--- src/rtl/note_recognizer_pkg.sv ---
// Shared types and elaboration-time note period tables for the note period recognizer.
// Note index k = 1..36 covers C3..B5, with 12 notes per octave and C = 1 within each octave.
package note_recognizer_pkg;

    localparam int unsigned NOTE_NUM = 36;
    localparam real SEMITONE_HALF = 1.0293022366434921; // 2**(1/24)

    typedef logic [5:0] note_idx_t;

    typedef enum logic [1:0] {
        IDLE,
        SEARCH,
        DECIDE
    } fsm_state_t;

    // Octave-4 note frequencies in centi-Hz, C..B.
    function automatic int unsigned freq_100(input int unsigned n);
        case (n)
            0:       return 26163;
            1:       return 27718;
            2:       return 29366;
            3:       return 31113;
            4:       return 32963;
            5:       return 34923;
            6:       return 36999;
            7:       return 39200;
            8:       return 41530;
            9:       return 44000;
            10:      return 46616;
            11:      return 49388;
            default: return 26163;
        endcase
    endfunction

    // Nominal period in clk cycles; octave 3 doubles the octave-4 period, octave 5 halves it.
    function automatic int unsigned note_nom(input int unsigned k, input int unsigned clk_hz);
        int unsigned n;
        int unsigned oct;
        n   = (k - 1) % 12;
        oct = (k - 1) / 12;
        return $rtoi(real'(clk_hz) * 200.0 / (real'(freq_100(n)) * real'(2 ** oct)) + 0.5);
    endfunction

    function automatic int unsigned note_lo(input int unsigned k, input int unsigned clk_hz);
        return $rtoi(real'(note_nom(k, clk_hz)) / SEMITONE_HALF + 0.5);
    endfunction

    function automatic int unsigned note_hi(input int unsigned k, input int unsigned clk_hz);
        return $rtoi(real'(note_nom(k, clk_hz)) * SEMITONE_HALF + 0.5);
    endfunction

endpackage

--- src/rtl/note_period_meter.sv ---
// Synchronises the squared audio, measures rising-edge to rising-edge period in clk cycles,
// rejects glitch edges and flags silence once the saturating counter reaches its maximum.
module note_period_meter #(
    parameter int unsigned PERIOD_W   = 20,
    parameter int unsigned MIN_PERIOD = 20_000
) (
    input  logic                clk,
    input  logic                reset_n,
    input  logic                audio_sign,
    output logic                meas_valid,
    output logic [PERIOD_W-1:0] period,
    output logic                timeout
);
    localparam logic [PERIOD_W-1:0] MAX_PERIOD = '1;
    localparam logic [PERIOD_W-1:0] MIN_GAP    = PERIOD_W'(MIN_PERIOD);

    logic [2:0]          sync_q;
    logic [PERIOD_W-1:0] count;
    logic                armed;
    logic                rise;
    logic                accept;

    assign rise   = sync_q[1] & ~sync_q[2];
    // The arming edge is taken regardless of count so a tone starting right after reset is not lost.
    assign accept = rise && (!armed || count >= MIN_GAP);

    always_ff @(posedge clk or negedge reset_n) begin
        if (!reset_n) begin
            sync_q     <= '0;
            count      <= '0;
            armed      <= 1'b0;
            period     <= '0;
            meas_valid <= 1'b0;
            timeout    <= 1'b0;
        end else begin
            sync_q     <= {sync_q[1:0], audio_sign};
            meas_valid <= 1'b0;
            timeout    <= 1'b0;
            if (accept) begin
                count <= PERIOD_W'(1);
                armed <= 1'b1;
                if (armed) begin
                    period     <= count;
                    meas_valid <= 1'b1;
                end
            end else if (count != MAX_PERIOD) begin
                count <= count + 1'b1;
                if (count == MAX_PERIOD - 1'b1) begin
                    timeout <= 1'b1;
                    armed   <= 1'b0;
                end
            end
        end
    end

endmodule

--- src/rtl/note_period_recognizer.sv ---
// Classifies measured audio periods into notes C3..B5 by a sequential table search and publishes
// a note index with a one-cycle step strobe once the same classification repeats STABLE_CNT times.
module note_period_recognizer
    import note_recognizer_pkg::*;
#(
    parameter int unsigned CLK_FREQ_HZ = 50_000_000,
    parameter int unsigned PERIOD_W    = 20,
    parameter int unsigned MIN_PERIOD  = 20_000,
    parameter int unsigned STABLE_CNT  = 4
) (
    input  logic                clk,
    input  logic                reset_n,
    input  logic                audio_sign,
    output logic [5:0]          d2_recognize_result,
    output logic                d2_recognize_result_step,
    output logic [PERIOD_W-1:0] period_value
);
    localparam int unsigned SW = $clog2(STABLE_CNT + 1);

    logic                meas_valid;
    logic                timeout;
    logic [PERIOD_W-1:0] meas_p;

    note_period_meter #(
        .PERIOD_W  (PERIOD_W),
        .MIN_PERIOD(MIN_PERIOD)
    ) u_meter (
        .clk       (clk),
        .reset_n   (reset_n),
        .audio_sign(audio_sign),
        .meas_valid(meas_valid),
        .period    (meas_p),
        .timeout   (timeout)
    );

    assign period_value = meas_p;

    logic [31:0] lo_tab [64];
    logic [31:0] hi_tab [64];

    // Unused slots get an empty range so they can never match.
    for (genvar g = 0; g < 64; g++) begin : g_tab
        if (g >= 1 && g <= NOTE_NUM) begin : g_note
            localparam int unsigned LO = note_lo(g, CLK_FREQ_HZ);
            localparam int unsigned HI = note_hi(g, CLK_FREQ_HZ);
            assign lo_tab[g] = LO;
            assign hi_tab[g] = HI;
        end else begin : g_pad
            assign lo_tab[g] = '1;
            assign hi_tab[g] = '0;
        end
    end

    fsm_state_t          state, state_n;
    note_idx_t           k, k_n;
    note_idx_t           cand, cand_n;
    note_idx_t           last, last_n;
    note_idx_t           result_n;
    logic [SW-1:0]       stable, stable_n;
    logic [PERIOD_W-1:0] search_p, search_p_n;
    logic                step_n;
    logic                match;

    always_comb begin
        state_n    = state;
        k_n        = k;
        cand_n     = cand;
        last_n     = last;
        stable_n   = stable;
        search_p_n = search_p;
        result_n   = d2_recognize_result;
        step_n     = 1'b0;
        match      = (32'(search_p) >= lo_tab[k]) && (32'(search_p) < hi_tab[k]);

        case (state)
            IDLE: begin
                if (meas_valid) begin
                    search_p_n = meas_p;
                    k_n        = note_idx_t'(1);
                    state_n    = SEARCH;
                end
            end
            SEARCH: begin
                if (match) begin
                    cand_n  = k;
                    state_n = DECIDE;
                end else if (k == note_idx_t'(NOTE_NUM)) begin
                    cand_n  = '0;
                    state_n = DECIDE;
                end else begin
                    k_n = k + 6'd1;
                end
            end
            DECIDE: begin
                state_n = IDLE;
                if (cand == last) begin
                    stable_n = (stable == SW'(STABLE_CNT)) ? stable : stable + 1'b1;
                end else begin
                    stable_n = SW'(1);
                    last_n   = cand;
                end
                if (stable_n == SW'(STABLE_CNT) && cand != d2_recognize_result) begin
                    result_n = cand;
                    step_n   = 1'b1;
                end
            end
            default: state_n = IDLE;
        endcase

        // Silence overrides any decision made in the same cycle.
        if (timeout) begin
            state_n  = IDLE;
            stable_n = '0;
            last_n   = '0;
            result_n = '0;
            step_n   = (d2_recognize_result != '0);
        end
    end

    always_ff @(posedge clk or negedge reset_n) begin
        if (!reset_n) state <= IDLE;
        else          state <= state_n;
    end

    always_ff @(posedge clk or negedge reset_n) begin
        if (!reset_n) begin
            k                        <= '0;
            cand                     <= '0;
            last                     <= '0;
            stable                   <= '0;
            search_p                 <= '0;
            d2_recognize_result      <= '0;
            d2_recognize_result_step <= 1'b0;
        end else begin
            k                        <= k_n;
            cand                     <= cand_n;
            last                     <= last_n;
            stable                   <= stable_n;
            search_p                 <= search_p_n;
            d2_recognize_result      <= result_n;
            d2_recognize_result_step <= step_n;
        end
    end

endmodule

--- config.mk ---
export PLATFORM = sky130hd
export DESIGN_NAME = note_period_recognizer
export DESIGN_NICKNAME = d
export VERILOG_FILES = /design/src/rtl/note_recognizer_pkg.sv /design/src/rtl/note_period_meter.sv /design/src/rtl/note_period_recognizer.sv
export SDC_FILE = /design/constraint.sdc
export NUM_CORES = 1
export LEC_CHECK = 0
export ABC_AREA = 1
export CAP_MARGIN = 10
export CORE_ASPECT_RATIO = 0.6
export CORE_MARGIN = 4
export CORE_UTILIZATION = 33
export CTS_CLUSTER_DIAMETER = 60
export CTS_CLUSTER_SIZE = 20
export DETAILED_ROUTE_END_ITERATION = 10
export PLACE_DENSITY_LB_ADDON = 0.1
export SYNTH_ARGS = -nofsm -noshare
export SYNTH_HDL_FRONTEND = slang
export SYNTH_SLANG_ARGS = --single-unit
--- constraint.sdc ---
create_clock -name clk -period 3.41 [get_ports clk]
set_input_delay 0.682 -clock clk [delete_from_list [all_inputs] [get_ports clk]]
set_output_delay 0.682 -clock clk [all_outputs]
set_load 0.02 [all_outputs]
======== After elaboration in Yosys (flattened, before gate mapping) ========
Memory sizes are Yosys's and may differ from the RTL's.
Index checks and enable logic that the tools add are counted.
storage, ports and cells
  latch bits .............................. 0
  logic and storage cells ................. 101
  memories kept ........................... 2
  register bits ........................... 96
  memory bits (read-only) ................. 4096
  input bits .............................. 3
  memory bits (writable) .................. 0
  output and inout port bits .............. 27
memories
  memory           words  width  rd ports  clocked after memory_dff  wr ports  line                          text
  (no name shown)  64     32     1         0                         0         note_period_recognizer.sv:73  match = (32'(search_p) >= lo_tab[k]) && (32'(search_p) < hi_tab[k]);
  (no name shown)  64     32     1         0                         0         note_period_recognizer.sv:73
operators by class
  mux-type cells .......................... 39
  multiply operators ...................... 0
  add/subtract/negate cells ............... 3
  reduce and logical (&&, ||, !) cells .... 21
  equal/unequal tests ..................... 15
  shift-type cells ........................ 0
  div/mod/pow operators ................... 0
  bitwise gates (word level) .............. 3
  magnitude comparators ................... 4
operators with widths
  kind                                                                      count
  32-bit two-way mux                                                        4
  6-bit two-way mux                                                         11
  20-bit two-way mux                                                        2
  20-bit by 32-bit >= comparator with 1-bit output                          1
  20-bit by 32-bit < comparator with 1-bit output                           1
  20-bit by 1-bit adder with 20-bit output (second input constant)          1
  20-bit equality test (second input constant)                              1
  20-bit by 15-bit >= comparator with 1-bit output (second input constant)  1
  20-bit inequality test (second input constant)                            1
  3-bit two-way mux                                                         5
  2-bit AND reduction                                                       7
  6-bit case mux with 2 select lines                                        1
  2-bit nonzero test                                                        6
  1-bit two-way mux                                                         11
  2-bit two-way mux                                                         4
  7-bit >= comparator (second input constant)                               1
  6-bit inverter with 7-bit output                                          1
  6-bit by 1-bit adder with 6-bit output (second input constant)            1
  3-bit equality test (second input constant)                               2
  6-bit equality test                                                       1
  6-bit equality test (second input constant)                               1
  6-bit inequality test                                                     1
  6-bit nonzero test                                                        1
  2-bit by 1-bit inequality test with 1-bit output (second input constant)  2
  14 further kinds                                                          17

======== Longest topological paths before layout ========
Gate-level depths: netlist (run 1).
  depth in word-level cells ............... 9
  gate-level depth with buffers ........... 30

======== Modules after synthesis ========
Synthesis (run 1) repeated with hierarchy kept, for this count alone.
second synthesis, totals
  cells, all modules ...................... 1031
  area total of the unflattened synthesis .. 7542.2 um2
by module, submodules not included
  module                  area each (um2)  cells each  times used  sequential area each (um2)
  note_period_recognizer  5109.9           723         1           1251.2
  note_period_meter       2432.3           308         1           1151.1

======== Least setup slack after synthesis (run 1) ========
Ideal clock, no wire load.
  kind .................................... register to register
  start ................................... reg k[0]
  end ..................................... reg k[3]
  cell stages (with the launch flop) ...... 25
  data required time ...................... 3.293 ns
  arrival time ............................ 3.143 ns
  path slack .............................. 0.150 ns
  buffers on the path ..................... 1
  path through ............................ dfrtp_1 buf_4 inv_2 ha_1 nor2_1 nor2_1 inv_1 nor2_1 o21ai_0 a31oi_1 ha_1 a21oi_1 o21a_1 nand2_1 nand2_1 nand2_1 nand2_1 nand2_1 a21oi_1 nor2_2 nand2_2 nand2_4 nand2_4 nand2_1 nand2_1
between the ends
  cells in the longest elaborated chain, start to end .. 8
  elaborated cells on any way between the ends .. 18
  those cells by class .................... add/sub (1); order compare (2); eq/ne (3); mux (7); bitwise (1); reduce/logical (2); memory (2)
RTL lines
  what                                                                                                                 line                           text
  start: declaration                                                                                                   note_period_recognizer.sv:55   note_idx_t k, k_n;
  start signal: assignment                                                                                             note_period_recognizer.sv:135  k <= k_n;
  6-bit inverter with 7-bit output (not written as such)                                                               note_period_recognizer.sv:73
  memory read 64 x 32 bit                                                                                              -
  32-bit two-way mux (not written as such) (2 in series)                                                               note_period_recognizer.sv:73
  20-bit by 32-bit >= comparator with 1-bit output or 20-bit by 32-bit < comparator with 1-bit output (tied branches)  note_period_recognizer.sv:73
  1-bit logical AND                                                                                                    note_period_recognizer.sv:73
  2-bit inequality test (no source line)                                                                               -
  4-bit AND reduction (no source line)                                                                                 -
Parallel ways exist; a longest one is shown, timed or not. The select of a mux whose other input is x is not followed.
A chain may end at the register's enable or synchronous reset.

======== Worst setup path in the final report (run 1) ========
  start ................................... reg k[1]
  end ..................................... reg cand[1]
between the ends
  cells in the longest elaborated chain, start to end .. 8
  elaborated cells on any way between the ends .. 14
  those cells by class .................... order compare (2); eq/ne (1); mux (5); bitwise (1); reduce/logical (3); memory (2)
RTL lines
  what                                                                                                                 line                           text
  6-bit inverter with 7-bit output (not written as such)                                                               note_period_recognizer.sv:73
  memory read 64 x 32 bit                                                                                              -
  32-bit two-way mux (not written as such) (2 in series)                                                               note_period_recognizer.sv:73
  20-bit by 32-bit >= comparator with 1-bit output or 20-bit by 32-bit < comparator with 1-bit output (tied branches)  note_period_recognizer.sv:73
  1-bit logical AND                                                                                                    note_period_recognizer.sv:73
  2-bit nonzero test (no source line)                                                                                  -
  2-bit AND reduction (no source line)                                                                                 -
  end signal: assignment                                                                                               note_period_recognizer.sv:136  cand <= cand_n;
  end: declaration                                                                                                     note_period_recognizer.sv:56   note_idx_t cand, cand_n;
Parallel ways exist; a longest one is shown, timed or not. The select of a mux whose other input is x is not followed.

==> metrics.yaml, run 1 <==
postSynthAreaPerCell_um2: 7.60
tightestPinTransition_ns: 0.996
ys.flop_type: "dfrtp_1"
setup_ws_ns: -0.0521
track_usage_pct: 23.3
syn_inst: 924
final_layout_size_suffix_gt1_share_pct: 30.5
fill_cells: 2119
top_layer: "met4"
critPathSlowestCell: "dfrtp_1"
period_needed_ns: 3.46
die_area_um2: 23700
crit_top_cell: "nand2_2"
power-per-cell-area_nw_per_um2: 957
outcome: "finished, violations left"
place.gp.congestion: 1.07
clock_skew_ns: 0.00941
syn2layout_area_growth_pct: 36.5
synth_edf_count: 0
routed_wl_um: 27800
n_antenna_cell: 0
yosys-top-cells-area: "dfrtp_1, ha_1, nand2_1, o21ai_0, inv_1"
critPathKind: "register to register"
ios: 30
path_delay_family: "simple AND/OR/NAND/NOR gates"
drv_slew: 0
fmaxAchievable_mhz: 289
viasPerCell: 5.28
port_buffers: 29
antenna_found_initial: 0
synth_area_um2: 7020
cts_tree: "done"
drt-pass1-iter-count: 6
critPathArrivalTime_ns: 3.70
final_design_area_no_fill_um2: 9580
worstPathRequired_ns: 3.65
wl_met3_um: 3510
grt_max_degree: 40
synth_top_area_cell: "dfrtp_1"
synth.distinct_cells: 59
grt_pass1_vias: 6814
slowest_delay_ns: 0.41
placed_cells: 1336
final_nets: 1141
grt_setup_unrepaired: "yes"
drt_first_iter_violations: 748
die-height_um: 121
ys.warnings.count: 0
synth.top_cell.area_share_pct: 34.2
end_kind: "register"
numCtsBuffers: 9
die_width_um: 196
grt_overflow: 0
hold_viol: 0
max_cap_violations: 0
cts_htree_levels: 3
num_vias: 7212
finalSetupViolCount: 12
cts_sinks: 96
p_total_w: 0.00917
post-route-drc-count: 0
clk_latency_ns: 0.34
start_util_pct: 33.5
async_flop_share_pct: 100
path_buf_inv: 4
drt-met1-wl_um: 14300
wl_met2_um: 9740
ir_drop_v: 0.000439
startpoint_type: "register"
setup_tns_ns: -0.413
slew_headroom_pct: 33.4
hp-class: "input port to asynchronous set/reset pin"
num_rows: 41
failed_checks: "negative setup slack"
cp_cell_sequence: "inv_2, ha_4, buf_6, inv_4, nor2_4, nor2_1, buf_4, o21ai_0, nand3_1, ha_1, a21oi_1, a21oi_4, a211oi_4, nand2_2, nand2_4, nand2_2, nand2_4, nand2_8, nand2_2, nand2_1"
clock_path_buffers: 2
leakagePower_nw: 4.58
place_ws_ns: -0.573
cp_max_fo: 7
core-area_um2: 21000
period_share_pct: 102
synth_seq_cells: 96
routedWlPerCell_um: 20.3
hpwl_um: 22200
cts_root_buf: "clkbuf_16"
final_antenna_net_count: 0
dpl_cell_area_um2: 8580
grt_pass1_wl_um: 42000
path_clk_slew_ns: 0.07
synth_nets: 983
seq_area_frac_synth_pct: 34.2
layout.cells.non_filler: 1366
[what timing repair did]
item,CTS,global route
hold buffers,0,0
gates resized for setup,67,89
endpoints found under the hold margin,0,0
setup buffers,4,14
endpoints found under the setup margin,14,14
pin swaps,34,57
[cell type report]
cell class | count | area [um2] | area share [%]
Clock inverter | 6 | 43.8 | 0.457
Clock buffer | 10 | 239 | 2.49
Tap cell | 279 | 349 | 3.64
Inverter | 111 | 428 | 4.46
Timing Repair Buffer | 180 | 1560 | 16.3
Sequential cell | 96 | 2400 | 25.1
Multi-Input combinational cell | 684 | 4560 | 47.6
[sequential cells by signal, indices dropped and copies added (netlist names)]
signal and flops:
u_meter.timeout 1, d2_recognize_result 6, u_meter.period 20, d2_recognize_result_step 1, search_p 20, u_meter.armed 1
state 2, u_meter.sync_q 3, u_meter.meas_valid 1, stable 3, u_meter.count 20, last 6
cand 6, k 6
[cell usage after synthesis (all sizes together), types with 11 or more instances]
library cell / count
buf: 12
ha: 56
clkbuf: 21
mux2: 18
dfrtp: 96
inv: 110
nor2: 104
nor3: 27
o22ai: 11
nand3: 39
o21ai: 93
a211oi: 11
a21oi: 61
nand2: 194
[report_power, final]
part	leakage (nW)	switching [W]	total, W	internal, W
clock network	0.139	0.000452	0.000970	0.000518
logic	3.16	0.00388	0.00669	0.00281
registers	1.29	0.000197	0.00151	0.00131
total	4.58	0.00453	0.00917	0.00464
[metrics by stage]
stage / hold slack, ns / util [%]
after detailed placement: 0.339 / 40.9
after CTS: 0.318 / 43.5
after global routing: 0.343 / 45.7
after floorplan: 0.331 / -
final: 0.312 / 45.7
after global placement: 0.332 / 40.9
[path summary, 6_finish.rpt]
| check | startpoint | end | slack, ns | cells past startpoint |
|---|---|---|---|---|
| max reg2reg | k[1]$_DFFE_PN0P_ | cand[1]$_DFFE_PN0P_ | -0.05 | 20 |
| min | reset_n | k[0]$_DFFE_PN0P_ | 0.31 | 1 |
| max | k[1]$_DFFE_PN0P_ | cand[1]$_DFFE_PN0P_ | -0.05 | 20 |
| max in group asynchronous | reset_n | u_meter.count[14]$_DFFE_PN0P_ | 2.25 | 2 |
| min in group clk | u_meter.sync_q[0]$_DFF_PN0_ | u_meter.sync_q[1]$_DFF_PN0_ | 0.35 | 0 |
| min reg2reg | u_meter.sync_q[0]$_DFF_PN0_ | u_meter.sync_q[1]$_DFF_PN0_ | 0.35 | 0 |
[cells in the final DEF (no fill, tap or decap), drive strengths merged, types with 28 or more instances in the layout]
master / n
a21oi: 61
buf: 152
clkdlybuf4s50: 28
ha: 56
dfrtp: 96
nand2: 194
o21ai: 93
inv: 111
nand3: 39
nor2: 104
[metal layers]
metal | vias to the layer above | GRT usage [%]
met4 | 0 | 2.27
met3 | 32 | 11.2
met5 | - | 0
li1 | 3451 | -
met1 | 3409 | 36.9
met2 | 320 | 28.5
[cells by family (layout without fill, tap and decap cells)]
logic type      count (synthesis)  count (layout)  synth area share [%]
simple gates                  378             378                  24.4
buf+inv                       144             307                  8.32
fa+ha+maj                      56              56                  9.98
mux                            18              18                  2.89
flops                          96              96                  34.2
compound gates                223             223                  19.0
xor+xnor                        9               9                  1.12
Note: power is estimated with default switching activity, not from simulation.
==> inputs of run 2 (changes only) <==
- CTS_BUF_LIST: default -> sky130_fd_sc_hd__clkbuf_2
- MAX_ROUTING_LAYER: default -> met4
- SKIP_CTS_REPAIR_TIMING: default -> 1
==> run 2 against run 1 <==
  * The run still ends with negative setup slack left
  * Cell area is 6.5% lower
  * Via count shrank 1.4%
  * Critical path depth up 1
  * Largest cell class unchanged
  * Largest power group unchanged
  * Critical path type unchanged
  * Critical endpoint is now k[5]$_DFFE_PN0P_
==> metrics.yaml, run 2 (synthesis results as in run 1) <==
end_kind: "register"
hold_path_depth: 0
grt_pass1_wl_um: 41100
p_total_w: 0.00807
reg2reg_depth: 21
drt_first_iter_violations: 683
cp_max_fo: 5
num_rows: 41
start_util_pct: 33.5
period_share_pct: 101
cts_htree_levels: 3
antenna_found_initial: 1
final_design_area_no_fill_um2: 8960
critPathArrivalTime_ns: 4.02
path_clk_slew_ns: 0.25
setup_ws_ns: -0.0489
final_antenna_net_count: 0
grt_max_degree: 59
seq_area_um2: 2400
grt_pass1_vias: 6644
clk_latency_ns: 0.60
final_common_cell: "nand2_1"
final_nets: 1126
routedWlPerCell_um: 20.0
routed_wl_um: 27000
max_cap_violations: 0
post-route-drc-count: 0
clock_path_buffers: 2
layout.cells.non_filler: 1352
setup_tns_ns: -0.391
multi_input_area_um2: 4290
drv_slew: 0
ios: 30
final_cell_mix: "nand2_1, buf_4, inv_1"
startpoint_type: "register"
r2r_slack_ns: -0.05
cts_root_buf: "clkbuf_2"
drt-pass1-iter-count: 5
die_area_um2: 23700
fmaxAchievable_mhz: 289
placed_cells: 1325
numCtsBuffers: 9
viasPerCell: 5.26
critPathKind: "register to register"
ir_drop_v: 0.000411
tightestPinTransition_ns: 0.970
r2r_end: "k[5]$_DFFE_PN0P_"
holdPathEnd: "u_meter.sync_q[1]$_DFF_PN0_"
port_buffers: 29
worstPathRequired_ns: 3.97
hold_viol: 0
clock_skew_ns: 0.0331
grt_setup_unrepaired: "yes"
dpl_cell_area_um2: 8500
die-height_um: 121
hpwl_um: 21700
r2r-start: "k[0]$_DFFE_PN0P_"
outcome: "finished, violations left"
failed_checks: "negative setup slack"
reg.largest.list: "search_p (20), u_meter.count (20), u_meter.period (20)"
die_width_um: 196
grt_overflow: 0
finalSetupViolCount: 13
slew_headroom_pct: 35.1
final_layout_size_suffix_gt1_share_pct: 25.7
cts_tree: "done"
fill_cells: 2169
hp-class: "register to register"
syn2layout_area_growth_pct: 27.6
power-per-cell-area_nw_per_um2: 901
track_usage_pct: 23.6
period_needed_ns: 3.46
cts_sinks: 96
num_vias: 7114
hold_start: "u_meter.sync_q[0]$_DFF_PN0_"
leakagePower_nw: 4.39
core-area_um2: 21000
place.gp.congestion: 1.08
run 2: cell count changes in the layout (fill, tap and decap cells not counted), sizes merged:
cell,delta
dlygate4sd3,+1
clkbuf,+3
diode,+1
inv,-1
bufinv,+1
clkinv,-4
clkinvlp,+1
buf,-16
run 2: power by group:
part           total (W)  switching [W]  internal [W]  leakage, nW
clock network   0.000566       0.000386      0.000180       0.0722
logic            0.00601        0.00360       0.00241         3.03
registers        0.00150       0.000184       0.00131         1.29
run 2: worst max-delay path by stage:
stage | to | slack, ns | start
final | k[5]$_DFFE_PN0P_ | -0.05 | k[0]$_DFFE_PN0P_
after floorplan | k[3]$_DFFE_PN0P_ | 0.15 | k[0]$_DFFE_PN0P_
after global routing | k[5]$_DFFE_PN0P_ | -0.25 | k[0]$_DFFE_PN0P_
after global placement | k[3]$_DFFE_PN0P_ | -0.30 | k[2]$_DFFE_PN0P_
after CTS | k[3]$_DFFE_PN0P_ | -0.33 | k[0]$_DFFE_PN0P_
after detailed placement | k[3]$_DFFE_PN0P_ | -0.30 | k[0]$_DFFE_PN0P_
run 2: layer usage:
metal  routed length [um]  track usage, %  part of all wire, %
met5                    0               -                    0
met4                  282            3.01                  1.0
met3                 3410            10.5                   13
met2                 9320            27.0                   34
met1                14000            37.2                   52
run 2: through the flow:
| stage | util (%) | hold WS, ns | worst slack, ns |
|---|---|---|---|
| CTS | 41.0 | -0.0187 | -0.329 |
| floorplan | - | 0.331 | 0.150 |
| global route | 42.7 | 0.403 | -0.246 |
| finish | 42.7 | 0.390 | -0.0489 |
| global placement | 40.5 | 0.334 | -0.296 |
| detailed placement | 40.5 | 0.341 | -0.296 |
run 2: area by class of cell:
cell class / count / share of cell area, %
Sequential cell: 96 / 26.8
Multi-Input combinational cell: 684 / 47.8
Clock inverter: 3 / 0.475
Tap cell: 279 / 3.90
Antenna cell: 1 / 0.0279
Inverter: 111 / 4.75
Timing Repair Buffer: 165 / 15.5
Clock buffer: 13 / 0.726
run 2: critical path, cell delays in order (launching register included):
cell,delay [ns]
dfrtp_1,0.46
inv_2,0.07
ha_4,0.34
nor2_4,0.05
nor2_4,0.12
inv_2,0.06
nor2_4,0.12
nor3_2,0.06
a311oi_2,0.32
o22ai_1,0.16
ha_1,0.35
a21oi_2,0.16
nor3_2,0.06
a211oi_2,0.20
nand2_1,0.07
nand2_1,0.06
nand2_1,0.07
a21oi_2,0.18
nor2_4,0.09
a21oi_4,0.23
nand3_1,0.11
nand2_1,0.08
